==> config.mk <==
export PLATFORM = sky130hd
export DESIGN_NAME = mpt_memory_stage_flat
export DESIGN_NICKNAME = d
export VERILOG_FILES = /design/src/rtl/mpt_memory_stage_if.sv /design/src/rtl/mpt_memory_stage.sv /design/src/flat_wrapper.sv
export SDC_FILE = /design/constraint.sdc
export NUM_CORES = 1
export LEC_CHECK = 0
export CAP_MARGIN = 10
export CELL_PAD_IN_SITES_DETAIL_PLACEMENT = 0
export CELL_PAD_IN_SITES_GLOBAL_PLACEMENT = 2
export CORE_MARGIN = 2
export CORE_UTILIZATION = 19
export CTS_CLUSTER_DIAMETER = 120
export DETAILED_ROUTE_END_ITERATION = 12
export PLACE_DENSITY_LB_ADDON = 0.12
export SYNTH_ARGS = -nofsm -noshare
export SYNTH_HDL_FRONTEND = slang
export SYNTH_SLANG_ARGS = --single-unit
==> constraint.sdc <==
create_clock -name clk_i -period 1.75 [get_ports clk_i]
set_input_delay 0.35 -clock clk_i [delete_from_list [all_inputs] [get_ports clk_i]]
set_output_delay 0.35 -clock clk_i [all_outputs]
set_load 0.1 [all_outputs]
==> src/rtl/mpt_memory_stage_if.sv <==
// mpt_memory_stage_if: valid/ready/data stream carrying one packed MPT walker
// transaction.
//   valid : producer has a transaction on data
//   ready : consumer accepts it this cycle
//   data  : packed transaction, DATA_WIDTH bits
// The master modport drives valid/data and the slave modport drives ready.
interface mpt_memory_stage_if #(
    parameter int DATA_WIDTH = 32
);
    logic                  valid;
    logic                  ready;
    logic [DATA_WIDTH-1:0] data;

    modport master (output valid, output data, input ready);
    modport slave  (input valid, input data, output ready);
endinterface

==> src/rtl/mpt_memory_stage.sv <==
// mpt_memory_stage: MPT walker stage that sits behind the forwarding buffer.
// A transaction marked WALKING_DO issues one memory read at its mpte_ptr. The
// returned entry is loaded into mpte and published once on the update port.
// The transaction is then handed to the next stage. SKIP and FWD transactions
// pass through unchanged.
//
// Ports:
//   clk_i, rst_ni      clock, async active-low reset
//   fwd_slave_stage    incoming transactions (ready only in IDLE)
//   fwd_update_master  one-cycle update pulse after a good read; consumer
//                      is always ready
//   mem_req_*          read request (valid/ready/addr)
//   mem_rsp_*          read response (valid/data/err)
//   next_master_stage  outgoing transactions
//   mem_access_cnt_o   number of accepted memory requests (wraps)
//
// Transaction layout, MSB first:
//   {valid, walking[1:0], mpte_ptr[PTR_W-1:0], mpte[MPTE_W-1:0]}
//   MPTE_W = (W-3)/2 and PTR_W = W-3-MPTE_W.
// The response data is truncated or zero-extended into mpte. The pointer is
// truncated or zero-extended onto the request address.
module mpt_memory_stage #(
    parameter int TRANSACTION_DATA_WIDTH = 32,
    parameter int MEM_ADDR_WIDTH         = 64,
    parameter int MEM_DATA_WIDTH         = 64
) (
    input  logic                      clk_i,
    input  logic                      rst_ni,
    mpt_memory_stage_if.slave         fwd_slave_stage,
    mpt_memory_stage_if.master        fwd_update_master,
    output logic                      mem_req_valid_o,
    input  logic                      mem_req_ready_i,
    output logic [MEM_ADDR_WIDTH-1:0] mem_req_addr_o,
    input  logic                      mem_rsp_valid_i,
    input  logic [MEM_DATA_WIDTH-1:0] mem_rsp_data_i,
    input  logic                      mem_rsp_err_i,
    mpt_memory_stage_if.master        next_master_stage,
    output logic [31:0]               mem_access_cnt_o
);
    localparam int W         = TRANSACTION_DATA_WIDTH;
    localparam int MPTE_W    = (W - 3) / 2;
    localparam int PTR_W     = W - 3 - MPTE_W;
    localparam int PTR_LSB   = MPTE_W;
    localparam int PTR_MSB   = MPTE_W + PTR_W - 1;
    localparam int WALK_LSB  = MPTE_W + PTR_W;
    localparam int VALID_BIT = W - 1;

    localparam logic [1:0] WALKING_DO = 2'd1;  // SKIP = 0 and FWD = 2 bypass

    typedef enum logic [1:0] {IDLE, REQ, WAIT, OUT} state_t;

    state_t         state_q;
    logic [W-1:0]   txn_q;
    logic [W-1:0]   in_data;
    logic           upd_valid_q;
    logic           out_valid_q;
    logic [31:0]    cnt_q;
    logic           unused_upd_ready;

    assign in_data          = fwd_slave_stage.data;
    assign unused_upd_ready = fwd_update_master.ready;

    // Every output is a register or a decode of state_q / txn_q. No input
    // reaches a valid output combinationally.
    assign fwd_slave_stage.ready    = (state_q == IDLE);
    assign fwd_update_master.valid  = upd_valid_q;
    assign fwd_update_master.data   = txn_q;
    assign next_master_stage.valid  = out_valid_q;
    assign next_master_stage.data   = txn_q;
    assign mem_access_cnt_o         = cnt_q;

    always_ff @(posedge clk_i or negedge rst_ni) begin
        if (!rst_ni) begin
            state_q         <= IDLE;
            txn_q           <= '0;
            mem_req_valid_o <= 1'b0;
            mem_req_addr_o  <= '0;
            upd_valid_q     <= 1'b0;
            out_valid_q     <= 1'b0;
            cnt_q           <= '0;
        end else begin
            upd_valid_q <= 1'b0;  // update is a single-cycle pulse
            case (state_q)
                IDLE: begin
                    // A transfer whose .valid field is clear is consumed and
                    // dropped, because ready is high in IDLE.
                    if (fwd_slave_stage.valid && in_data[VALID_BIT]) begin
                        txn_q <= in_data;
                        if (in_data[WALK_LSB+1:WALK_LSB] == WALKING_DO) begin
                            state_q         <= REQ;
                            mem_req_valid_o <= 1'b1;
                            mem_req_addr_o  <= MEM_ADDR_WIDTH'(in_data[PTR_MSB:PTR_LSB]);
                        end else begin
                            state_q     <= OUT;
                            out_valid_q <= 1'b1;
                        end
                    end
                end
                REQ: begin
                    if (mem_req_ready_i) begin
                        mem_req_valid_o <= 1'b0;
                        cnt_q           <= cnt_q + 32'd1;
                        state_q         <= WAIT;
                    end
                end
                WAIT: begin
                    if (mem_rsp_valid_i) begin
                        // A faulting read leaves an all-zero (invalid) entry,
                        // which downstream reports as a fault.
                        txn_q[MPTE_W-1:0] <= mem_rsp_err_i ? '0 : MPTE_W'(mem_rsp_data_i);
                        upd_valid_q       <= ~mem_rsp_err_i;
                        out_valid_q       <= 1'b1;
                        state_q           <= OUT;
                    end
                end
                OUT: begin
                    if (next_master_stage.ready) begin
                        out_valid_q <= 1'b0;
                        state_q     <= IDLE;
                    end
                end
                default: state_q <= IDLE;
            endcase
        end
    end
endmodule
==> src/flat_wrapper.sv <==
// flat-port wrapper written by rule: the top's interface ports become plain ports
module mpt_memory_stage_flat 
#(
    parameter int TRANSACTION_DATA_WIDTH = 32,
    parameter int MEM_ADDR_WIDTH         = 64,
    parameter int MEM_DATA_WIDTH         = 64
)
  (clk_i, rst_ni, mem_req_valid_o, mem_req_ready_i, mem_req_addr_o, mem_rsp_valid_i, mem_rsp_data_i, mem_rsp_err_i, mem_access_cnt_o, fwd_slave_stage_valid, fwd_slave_stage_data, fwd_slave_stage_ready, fwd_update_master_valid, fwd_update_master_data, fwd_update_master_ready, next_master_stage_valid, next_master_stage_data, next_master_stage_ready);
  mpt_memory_stage_if fwd_slave_stage_i ();
  mpt_memory_stage_if fwd_update_master_i ();
  mpt_memory_stage_if next_master_stage_i ();
  input  logic clk_i;
  input  logic rst_ni;
  output logic mem_req_valid_o;
  input  logic mem_req_ready_i;
  output logic [MEM_ADDR_WIDTH-1:0] mem_req_addr_o;
  input  logic mem_rsp_valid_i;
  input  logic [MEM_DATA_WIDTH-1:0] mem_rsp_data_i;
  input  logic mem_rsp_err_i;
  output logic [31:0] mem_access_cnt_o;
  input wire logic [$bits(fwd_slave_stage_i.valid)-1:0] fwd_slave_stage_valid;
  input wire logic [$bits(fwd_slave_stage_i.data)-1:0] fwd_slave_stage_data;
  output wire logic [$bits(fwd_slave_stage_i.ready)-1:0] fwd_slave_stage_ready;
  output wire logic [$bits(fwd_update_master_i.valid)-1:0] fwd_update_master_valid;
  output wire logic [$bits(fwd_update_master_i.data)-1:0] fwd_update_master_data;
  input wire logic [$bits(fwd_update_master_i.ready)-1:0] fwd_update_master_ready;
  output wire logic [$bits(next_master_stage_i.valid)-1:0] next_master_stage_valid;
  output wire logic [$bits(next_master_stage_i.data)-1:0] next_master_stage_data;
  input wire logic [$bits(next_master_stage_i.ready)-1:0] next_master_stage_ready;
  assign fwd_slave_stage_i.valid = fwd_slave_stage_valid;
  assign fwd_slave_stage_i.data = fwd_slave_stage_data;
  assign fwd_slave_stage_ready = fwd_slave_stage_i.ready;
  assign fwd_update_master_valid = fwd_update_master_i.valid;
  assign fwd_update_master_data = fwd_update_master_i.data;
  assign fwd_update_master_i.ready = fwd_update_master_ready;
  assign next_master_stage_valid = next_master_stage_i.valid;
  assign next_master_stage_data = next_master_stage_i.data;
  assign next_master_stage_i.ready = next_master_stage_ready;
  mpt_memory_stage #(.TRANSACTION_DATA_WIDTH(TRANSACTION_DATA_WIDTH), .MEM_ADDR_WIDTH(MEM_ADDR_WIDTH), .MEM_DATA_WIDTH(MEM_DATA_WIDTH)) u_core (.clk_i(clk_i), .rst_ni(rst_ni), .fwd_slave_stage(fwd_slave_stage_i), .fwd_update_master(fwd_update_master_i), .mem_req_valid_o(mem_req_valid_o), .mem_req_ready_i(mem_req_ready_i), .mem_req_addr_o(mem_req_addr_o), .mem_rsp_valid_i(mem_rsp_valid_i), .mem_rsp_data_i(mem_rsp_data_i), .mem_rsp_err_i(mem_rsp_err_i), .next_master_stage(next_master_stage_i), .mem_access_cnt_o(mem_access_cnt_o));
endmodule
==> summary by stage, run 1 <==
Global route
Entering global routing, the biggest net connects 34 pins. The number of global-route vias before repair is roughly 3,200. The initial antenna violation count is 0. The first global-routing pass estimated ~19 mm of wire. In the global route stage, met1 resource usage came out at 13.2%.

The global-route usage over all layers is between 10 and 15%. In the global route stage, met2 resource usage came out at about 16%. The busiest metal layer after global routing is met2. The fraction of met3 tracks used by global routing is 3.35%. The total overflow left after global routing is 0.

Layout
0 antenna diodes ended up in the layout. In the final layout, the share of cells above drive strength 1 is 42.0%. For this run, the post-layout net count is approximately 650. The layout has 2,136 filler cells. In the final layout, flip-flops and latches occupy 0.00218 mm2. In the final layout, the multi-input gates occupy between 0.0015 and 0.002 mm2. The area growth from synthesis to layout is 80.8%.

Detailed routing
The ratio of routed vias to standard cells is 3.84. The via count is about 3,200. Dividing the detail-routed wire length by the instance count gives about 14 um. The first detailed-routing pass ran for 4 iterations. The post-detailed-route count of antenna-violating nets is 0. The total length of routed wires is approximately 12 mm.

The number of DRC markers after the initial detailed-route iteration is 82. In the routed design, unresolved DRC markers number 0.

Logic synthesis
The synthesized netlist contains 36 unique library cells. The number of warnings issued by yosys is 0. The async set or reset register ratio after synthesis is 100%.

The biggest area contributor in the post-synthesis netlist is dfrtp_1. The count of state elements after synthesis is 84. Sorting the synthesized cells by area gives the leading types as dfrtp_1 49%, buf_4 14%, mux2_2 7.9%. The mapped netlist covers around 0.0043 mm2.

The most used flip-flop cell after synthesis is dfrtp_1. The average cell area after synthesis is 11.2 um2. The commonest cells after synthesis are 84 x dfrtp_1, 81 x buf_4, 30 x mux2_2, 27 x nand2_1, 21 x xnor2_1.

The sequential fraction of the synthesis area is 49.4%. Synthesis handed over a netlist of roughly 380 instances. The most used standard cell by instance count after synthesis is dfrtp_1.

The area share of the largest cell type after synthesis is about 50%. Yosys mapped a number of flops with a built-in enable equal to 0.

Timing
The measured slew at the worst slew-check pin is 0.503 ns. On the final layout, the worst hold slack is 0.506 ns. The total setup violations reported at the end of the flow is 0.

The final-report hold violation count is 0. The portion of the clock cycle consumed by the worst path in the final layout is 95.4%. The number of max-slew violations in the final report is 0. The worst setup skew after layout is roughly 0.0082 ns. The worst slew margin relative to its limit is about two thirds. The final critical delay including setup and external delays is 1.67 ns. Static timing analysis puts the maximum clock frequency at between 500 and 600 MHz.

Worst setup path
The data arrival time of the worst path is 1.32 ns. The critical path is of the reg -> out type. Data on the critical path is required at its endpoint by 1.40 ns. The critical-path maximum fanout is 6. The startpoint type of the worst setup path is a flop. The worst setup path is captured at a primary output.

Clock tree
CTS saw 84 sinks. In this run the deepest clock path goes through 2 buffers. The clock reaches the later pin of the worst-skew pair after between 0.3 and 0.4 ns. The clock transition at the registers of the reported paths is about 0.070 ns. The clock tree from TritonCTS is yes. The clock root buffer master is clkbuf_16. The number of clock buffers added by TritonCTS is 9. The H-tree was split into 3 levels.

Placed design
Input and output buffers added on the ports amount to around 170. The HPWL reported at the end of detailed placement is 9.31 mm. The final weighted congestion in routability-driven placement is between 0.7 and 0.8.

Die
Measured along the y axis, the die boundary spans 154 um. During I/O placement, the number of pins put on the boundary was 268. The die covers around 0.024 mm2.

The die outline width is about 150 um. The region available for standard cell placement spans 0.0219 mm2. The number of cell rows is 54.

The effective utilization at floorplan is 19.5%.

Outcome
The run finished with clean final reports.

Min path
The class of the worst hold path is in -> async.

Job
The tool flagged a number of max-cap violations equal to 0.
==> critical path, stage by stage, from the launching register on <==
cell and delay, ns:
dfrtp_1 0.40, inv_2 0.07, buf_4 0.12, ha_4 0.19, buf_12 0.18
==> sequential cells by signal, summed over array words and instances, names as in the netlist <==
name and flops:
u_core.fwd_update_master.data 32, u_core.mem_access_cnt_o 32, u_core.mem_req_addr_o 15, u_core.state_q 2, u_core.mem_req_valid_o 1, u_core.fwd_update_master.valid 1
u_core.next_master_stage.valid 1
==> worst paths after layout <==
kind | start | end | slack [ns] | cells after the start
max | u_core.state_q[1] | fwd_slave_stage_ready | 0.08 | 4
min | rst_ni | u_core.fwd_update_master.data[22] | 0.51 | 2
max reg2reg | u_core.state_q[1] | u_core.fwd_update_master.data[30] | 0.10 | 6
min reg2reg | u_core.mem_access_cnt_o[26] | u_core.mem_access_cnt_o[26] | 0.53 | 1
max in group asynchronous | rst_ni | u_core.fwd_update_master.data[12] | 0.63 | 3
min in group clk_i | u_core.mem_access_cnt_o[26] | u_core.mem_access_cnt_o[26] | 0.53 | 1
==> area by class of cell <==
type	count	share of cell area, %
Clock buffer	9	2.93
Clock inverter	7	1.28
Inverter	8	0.390
Multi-Input combinational cell	247	22.6
Sequential cell	84	28.3
Tap cell	280	4.55
Timing Repair Buffer	193	39.9
==> metrics by stage <==
stage | std cells | area [um2] | setup slack (ns) | utilization, % | setup TNS [ns]
final | 828 | 7700 | 0.0811 | 35.2 | 0
after global routing | 828 | 7700 | -0.00212 | 35.2 | -0.00446
after CTS | 827 | 7680 | 0.0316 | 35.1 | 0
after detailed placement | 810 | 7340 | -0.163 | 33.5 | -5.19
after global placement | 810 | 7340 | -0.186 | 33.5 | -5.79
after floorplan | 427 | 4580 | -0.102 | - | -0.896
==> kinds of logic (layout without fill, tap and decap cells) <==
kind of cell / after synthesis / after routing / share of synthesized area [%]
multiplexers: 37 / 37 / 9.70
adder cells (fa/ha/maj): 6 / 6 / 1.76
XOR/XNOR: 31 / 31 / 6.38
flip-flops: 84 / 84 / 49.4
other: 1 / 49 / 0.0881
buffers and inverters: 96 / 217 / 15.7
AND/OR/NAND/NOR: 90 / 90 / 12.0
AO/OA/AOI/OAI: 34 / 34 / 5.08
==> cells in the final DEF (no fill, tap or decap), types with 4 or more instances in the layout <==
master / n
a22oi_1: 13
and3_1: 5
and4_1: 4
buf_12: 119
buf_4: 21
clkbuf_16: 9
clkdlybuf4s50_1: 51
conb_1: 49
dfrtp_1: 56
dfrtp_2: 10
dfrtp_4: 18
inv_1: 5
mux2_1: 4
mux2_2: 30
nand2_1: 27
nand3_1: 12
nand4_1: 10
nor2_1: 13
nor3_1: 6
o21ai_0: 12
xnor2_1: 21
xor2_1: 10
==> routing by layer <==
metal	wire (um)	up-vias
met4	156	0
met2	5780	131
li1	-	1501
met1	5270	1540
met3	795	9
met5	0	-
==> repair_timing <==
item                                    CTS  global route
endpoints found under the hold margin    23             0
gates cloned                              0             0
hold buffers                              1             0
endpoints found under the setup margin    2            34
buffers inserted                          0             1
pin swaps                                 0             1
gates resized for setup                   1             6
Power of run 1 is left out: the tool's default activity adds up to more than one toggle a clock period on the data nets, which glitch-free logic cannot reach.
==> run 2, diff against run 1 <==
- GPL_TIMING_DRIVEN: default -> 0
==> run 2 against run 1 <==
  * Count of clock-buffer cells in the layout did not move
  * Clock skew down 0.0031 ns
  * Via count up 6.0%
  * Register-to-register slack worse by 0.02 ns
  * Non-clock buffer count up 74
  * First-iteration DRC count is 2.4% higher
  * Maximum frequency decreased by 2.8%
  * Setup slack lost 0.048 ns
  * Hold slack got worse by 0.49 ns
  * Die area did not move
  * Sequential share of layout area up 2.5 points
  * Critical path depth fell by 2
==> summary by stage, run 2 (synthesized netlist as in run 1, its figures left out) <==
Outcome
The run finished with clean final reports.

Layout
The number of nets in the final layout is 727. The register cell area after layout is 0.00218 mm2. The fraction of layout cells with a size suffix above 1 is 50.0%. The filler cells instantiated in the layout total 2,290. Summing all multi-input logic gate instances after layout gives 0.00179 mm2. The library cell used most frequently in the layout, excluding fill and tap cells, is buf_4. Leaving out fill and tap cells, the most frequent cells in the layout are 100 x buf_4, 71 x clkdlybuf4s15_2, 56 x dfrtp_1. The number of antenna repair diodes is 0. Compared with the post-synthesis result, the final layout area differs by 66.2%.

Global route
The initial antenna violation count is 0. The overall overflow remaining after global route is 0. Entering global routing, the biggest net connects 44 pins.

The global-route usage over all layers is between 10% and 20%. The number of global-route vias before repair is 3,428. The global-route wire length before repair is 20.3 mm.

Detailed routing
The DRC violation count after routing is 0. The post-detailed-route count of antenna-violating nets is 0. In the final routed layout, each cell accounts on average for 14.1 um. The detailed router finished its first iteration with 84 violations.

Summed over all layers, the routed wires come to ~13 mm. Dividing the detail-routed via count by the number of cells gives 3.74. The via count is roughly 3,400.

The detailed-routing iteration count for the pre-antenna-repair pass is 3.

Timing
The total setup violations reported at the end of the flow is 0. In the finished design, the share of the clock period the worst path needs comes to 98.1%. The worst setup skew after layout is 0.00506 ns.

The summed negative setup slack over all endpoints is 0 ns. In this run the tightest slew margin relative to its limit is a little under three fifths. The number of max-slew violations in the final report is 0. Hold is met by 0.0201 ns.

The final-report hold violation count is 0. The fmax is slightly below 600 MHz. For the finished layout, the period the worst path requires is 1.72 ns. Setup repair after global routing left no endpoint under its margin. For the pin with the worst max-slew slack, the measured transition is between 0.6 and 0.7 ns.

Worst setup path
The worst flop-to-flop path startpoint is u_core.state_q[1]. On the worst path, the slowest cell contributes a delay of 0.52 ns. The number of buffer and inverter instances along the worst setup path is 2. The number of gates on the worst path with buffers counted is 2.

Data on the critical path arrives at its endpoint at 1.37 ns. Data on the critical path is required at its endpoint by 1.40 ns. The critical path's top delay family is buffers and inverters. The type of destination of the critical path is a primary output. The startpoint type of the worst setup path is a flop. The minimum setup slack among reg-to-reg paths is 0.08 ns. Traced cell by cell, the critical path runs through buf_4 -> clkdlybuf4s18_2. The critical path is of the reg -> out type. Measured in cells, the most critical reg-to-reg path has a length of 6. The critical-path maximum fanout is 3. The cell with the largest stage delay on the worst path is clkdlybuf4s18_2. The worst register-to-register path ends at u_core.next_master_stage.valid.

Clock tree
The H-tree generated during clock tree synthesis spans 3 levels. The insertion delay of the later-clocked pin in the worst-skew pair is 0.34 ns. After clock tree synthesis, the clock-pin slew on the worst setup and hold paths is approximately 0.070 ns. The maximum count of clock buffers along a single path is 2. The number of buffers inserted during clock tree synthesis is 9. The clock sink count is 84. The tree is rooted in a clkbuf_16. The clock tree from TritonCTS is yes.

Placed design
Summed over all nets, the half-perimeter wirelength after detailed placement is 9.56 mm. The count of input and output buffers is 167. Routability-driven placement finished with a final weighted congestion of roughly 0.73.

Die
From bottom edge to top edge, the die measures roughly 150 um. The area inside the core boundary is 0.0219 mm2. From left edge to right edge, the die measures 154 um.

The number of top-level pins is between 200 and 300. The initialized floorplan defines between 50 and 60 standard-cell rows. The initial utilization of the core area, before any placement, comes to 19.5%. The overall die area is 0.0236 mm2.

Min path
The class of the worst hold path is in -> async.

Job
Max-cap violations in this run came to 0.
## run 2: changes by cell type in the layout (fill, tap and decap cells not counted), sizes merged, moves of 2 or more
| cell | previous run | this run |
|---|---|---|
| clkdlybuf4s18 | 0 | 13 |
| clkdlybuf4s15 | 0 | 71 |
| clkbuf | 9 | 11 |
| buf | 141 | 130 |
## run 2: timing repair
item / CTS / global route
setup endpoints to repair: 173 / 85
buffers inserted: 5 / 6
hold buffers: 0 / 0
resized for setup: 393 / 54
pin swaps: 4 / 4
## run 2: layer usage
layer	track usage (%)	vias to the layer above	routed length, um
met4	4.06	0	200
met3	2.68	11	765
li1	-	1648	-
met5	0	-	0
met1	14.2	1596	5650
met2	17.7	118	6070
## run 2: how the worst max path moves through the flow
stage                                startpoint                           to  slack [ns]
6_report       u_core.fwd_update_master.data[1]    next_master_stage_data[1]        0.03
4_1_cts                       u_core.state_q[1]  u_core.mem_access_cnt_o[26]       -0.02
5_1_grt             u_core.mem_access_cnt_o[20]         mem_access_cnt_o[20]       0.001
2_1_floorplan                 u_core.state_q[1]    u_core.mem_req_addr_o[10]       -0.10
3_3_place_gp                             rst_ni   u_core.mem_access_cnt_o[9]       -3.80
3_5_place_dp                    mem_req_ready_i  u_core.mem_access_cnt_o[27]       -0.59
## run 2: area by class of cell
cell class / instances / area share (%)
clock inverters: 7 / 1.08
inverters: 8 / 0.460
multi-input cells: 247 / 25.2
plain buffers: 88 / 9.48
well taps: 280 / 4.95
clock buffers: 9 / 3.18
repair buffers: 179 / 24.8
flip-flops and latches: 84 / 30.8
## run 2: worst reg2reg max path, cell delays in order, from the launching register on
cell      delay (ns)
dfrtp_1         0.38
buf_4           0.15
ha_4            0.18
inv_4           0.11
o22ai_1         0.13
a211oi_1        0.25
mux2_2          0.36
## run 2: metrics by stage
stage	utilization [%]	instances	setup slack [ns]	cell area, um2
final	32.3	902	0.0334	7080
after global routing	32.3	902	0.000979	7080
after CTS	32.4	896	-0.0157	7090
after detailed placement	30.3	875	-0.591	6630
after global placement	30.2	874	-3.80	6600
after floorplan	-	427	-0.102	4580
Power of run 2 is left out for the same reason.
==> run 3, diff against run 2 <==
- PLACE_DENSITY: default -> 0.76
- PLACE_DENSITY_LB_ADDON: 0.12 -> default
==> run 3 against run 2 <==
  * The flow now finishes with violations (hold timing)
  * Design area up 1.1%
  * Routed wire length shrank 4.2%
  * Final cell count grew 1.2%
  * Hold slack got worse by 0.027 ns
  * Count of clock-buffer cells in the layout is the same
  * Via count grew 2.7%
  * Sequential cell count unchanged
  * Sequential share of layout area decreased by 0.32 points
  * Register-to-register slack got worse by 0.03 ns
  * Setup slack improved by 0.0075 ns
  * Clock skew up 0.0033 ns
==> summary by stage, run 3 (synthesized netlist as in run 1, its figures left out) <==
Outcome
The flow ran to the end, but the final reports show violations. The checks that failed: hold timing.

Worst setup path
The setup check on the worst reg-to-reg path leaves a slack of 0.05 ns. The number of cells on the worst reg-to-reg path is 8. The largest individual stage delay along the critical path comes from the cell clkdlybuf4s15_2.

The type of destination of the critical path is a primary output. The worst setup path is launched from a flop. The critical path goes through clkdlybuf4s15_2. The worst setup path is of the reg -> out kind. The data arrival time of the worst path is 1.36 ns. At the worst endpoint, the required time is 1.40 ns. In this design, the largest share of critical-path delay is due to buffers and inverters.

The largest single stage delay on the critical path is 0.57 ns. The critical-path maximum fanout is 5. In this run the number of cells on the critical path is 1. The number of buffer and inverter instances along the worst setup path is 1.

Global route
The global routing met1 resource utilization is 11.9%. For met2 alone, demand over resource in global routing was roughly 17%. The initial antenna violation count is 0. For met3 alone, demand over resource in global routing was between 3 and 4%. The global-route usage over all layers is 9.96%.

The number of global-route vias before repair came to around 3,400. Entering global routing, the biggest net connects 45 pins. For this run the aggregate overflow at the end of global routing stands at 0. The global-route wire length before repair is about 19 mm. The layer flagged by global routing as most heavily used is met2.

Layout
Summing all multi-input logic gate instances after layout gives 0.00178 mm2. The library cells used most frequently in the layout, excluding fill and tap cells, are 108 x buf_4, 70 x clkdlybuf4s15_2, 56 x dfrtp_1. For this run, the post-layout net count is about 740. The fraction of layout cells with a size suffix above 1 is 51.2%. Summing all flip-flop and latch instances after layout gives 0.00218 mm2.

The synthesis-to-layout area growth is 68.0%. The commonest non-fill, non-tap cell in the layout is buf_4. The layout has 2,259 filler cells. The number of antenna diodes in the final layout is 0. The post-route standard cell area excluding fillers is 0.00715 mm2. The core utilization of the finished layout is 32.7%.

Placed design
After detailed placement, the total cell area comes to 0.00663 mm2. The final weighted congestion in routability-driven placement is 0.744. Input and output buffers added on the ports amount to 167.

The HPWL reported at the end of detailed placement is 9.31 mm.

Clock tree
For the worst-skew pair, the clock arrives at the later sink with an insertion delay of approximately 0.35 ns. Buffers inserted to repair hold after CTS numbered 0. The clock tree from TritonCTS is yes.

The maximum count of clock buffers along a single path is 2. Counting the buffers created by CTS gives 9. CTS built an H-tree with a depth of 3. After clock tree synthesis, the clock-pin slew on the worst setup and hold paths is 0.06 ns. The clock sink count is 84. CTS placed an instance of clkbuf_16 at the clock tree root.

Detailed routing
The routed layout has between 3,000 and 4,000 vias. In this run, the number of DRC markers left after iteration 0 of detailed routing was 85. The detailed-routing iteration count for the pre-antenna-repair pass is 4. In the routed design, unresolved DRC markers number 0. The routed design has 12.2 mm of wire. The post-detailed-route count of antenna-violating nets is 0. In the routed layout, each cell is associated on average with a via count of around 3.8.

After detailed routing, the average wire length per cell comes to 13.3 um.

Die
The area inside the core boundary is 0.0219 mm2. The die outline width is 154 um. After floorplanning, the core was divided into 54 placement rows.

Once the floorplan was initialized, standard cells occupied between 10% and 20% of the core. The die boundary height is around 150 um. 268 I/O pins were placed. The die covers 0.0236 mm2.

Timing
On the final layout, the worst hold slack is -0.00657 ns. Based on the critical path, the design can be clocked at up to 585 MHz. The worst setup skew after layout is 0.00834 ns.

The portion of the clock cycle consumed by the worst path in the final layout is between 90 and 100%. At the pin with the least slew margin, the transition time is 0.574 ns. In this run the tightest slew margin relative to its limit is 61.7%. The number of max-slew violations in the final report is 0. The total setup violations reported at the end of the flow is 0. The final critical delay including setup and external delays is 1.71 ns. The final-report hold violation count came to 3.

Min path
In this run the worst hold path is classified as in -> async.

Job
The max-cap check violation count is 0.
-- run 3: cell types whose count changed in the layout (fill, tap and decap cells not counted), sizes merged --
cell / before / now
buf: 130 / 141
clkbuf: 11 / 13
clkdlybuf4s15: 71 / 70
clkdlybuf4s18: 13 / 12
clkinv: 3 / 4
clkinvlp: 2 / 1
-- run 3: stage by stage --
step	TNS, ns	setup slack (ns)	cells
3_5_place_dp	-40.66	-0.550	875
3_3_place_gp	-285.80	-3.39	874
4_1_cts	0	0.000874	897
5_1_grt	-0.00312	-0.00312	913
6_report	0	0.0408	913
2_1_floorplan	-0.896	-0.102	427
-- run 3: path summary, 6_finish.rpt --
| path | startpoint | end |
|---|---|---|
| max in group asynchronous | rst_ni | u_core.fwd_update_master.data[29] |
| hold reg to reg | u_core.mem_access_cnt_o[26] | u_core.mem_access_cnt_o[26] |
| setup reg to reg | u_core.state_q[1] | u_core.fwd_update_master.data[0] |
| setup / recovery | u_core.mem_access_cnt_o[11] | mem_access_cnt_o[11] |
| hold / removal | rst_ni | u_core.fwd_update_master.data[10] |
| min in group clk_i | u_core.mem_access_cnt_o[26] | u_core.mem_access_cnt_o[26] |
-- run 3: metal layers --
metal | vias up | part of all wire (%)
li1 | 1664 | -
met1 | 1652 | 42
met2 | 136 | 48
met3 | 13 | 7.8
met4 | 0 | 1.5
met5 | - | 0
-- run 3: repair_timing --
| action | CTS | global route |
|---|---|---|
| buffers inserted | 6 | 15 |
| endpoints found under the setup margin | 172 | 81 |
| gates resized for setup | 392 | 62 |
| pin swaps | 5 | 6 |
| gates cloned | 0 | 1 |
-- run 3: area by class of cell --
type / count / share of cell area [%]
sequential: 84 / 30.5
timing repair buffer: 190 / 25.3
multi-input combinational: 247 / 24.9
buffer: 88 / 9.52
tap: 280 / 4.90
clock buffer: 9 / 3.15
clock inverter: 7 / 1.17
inverter: 8 / 0.490
Power of run 3 is left out for the same reason.
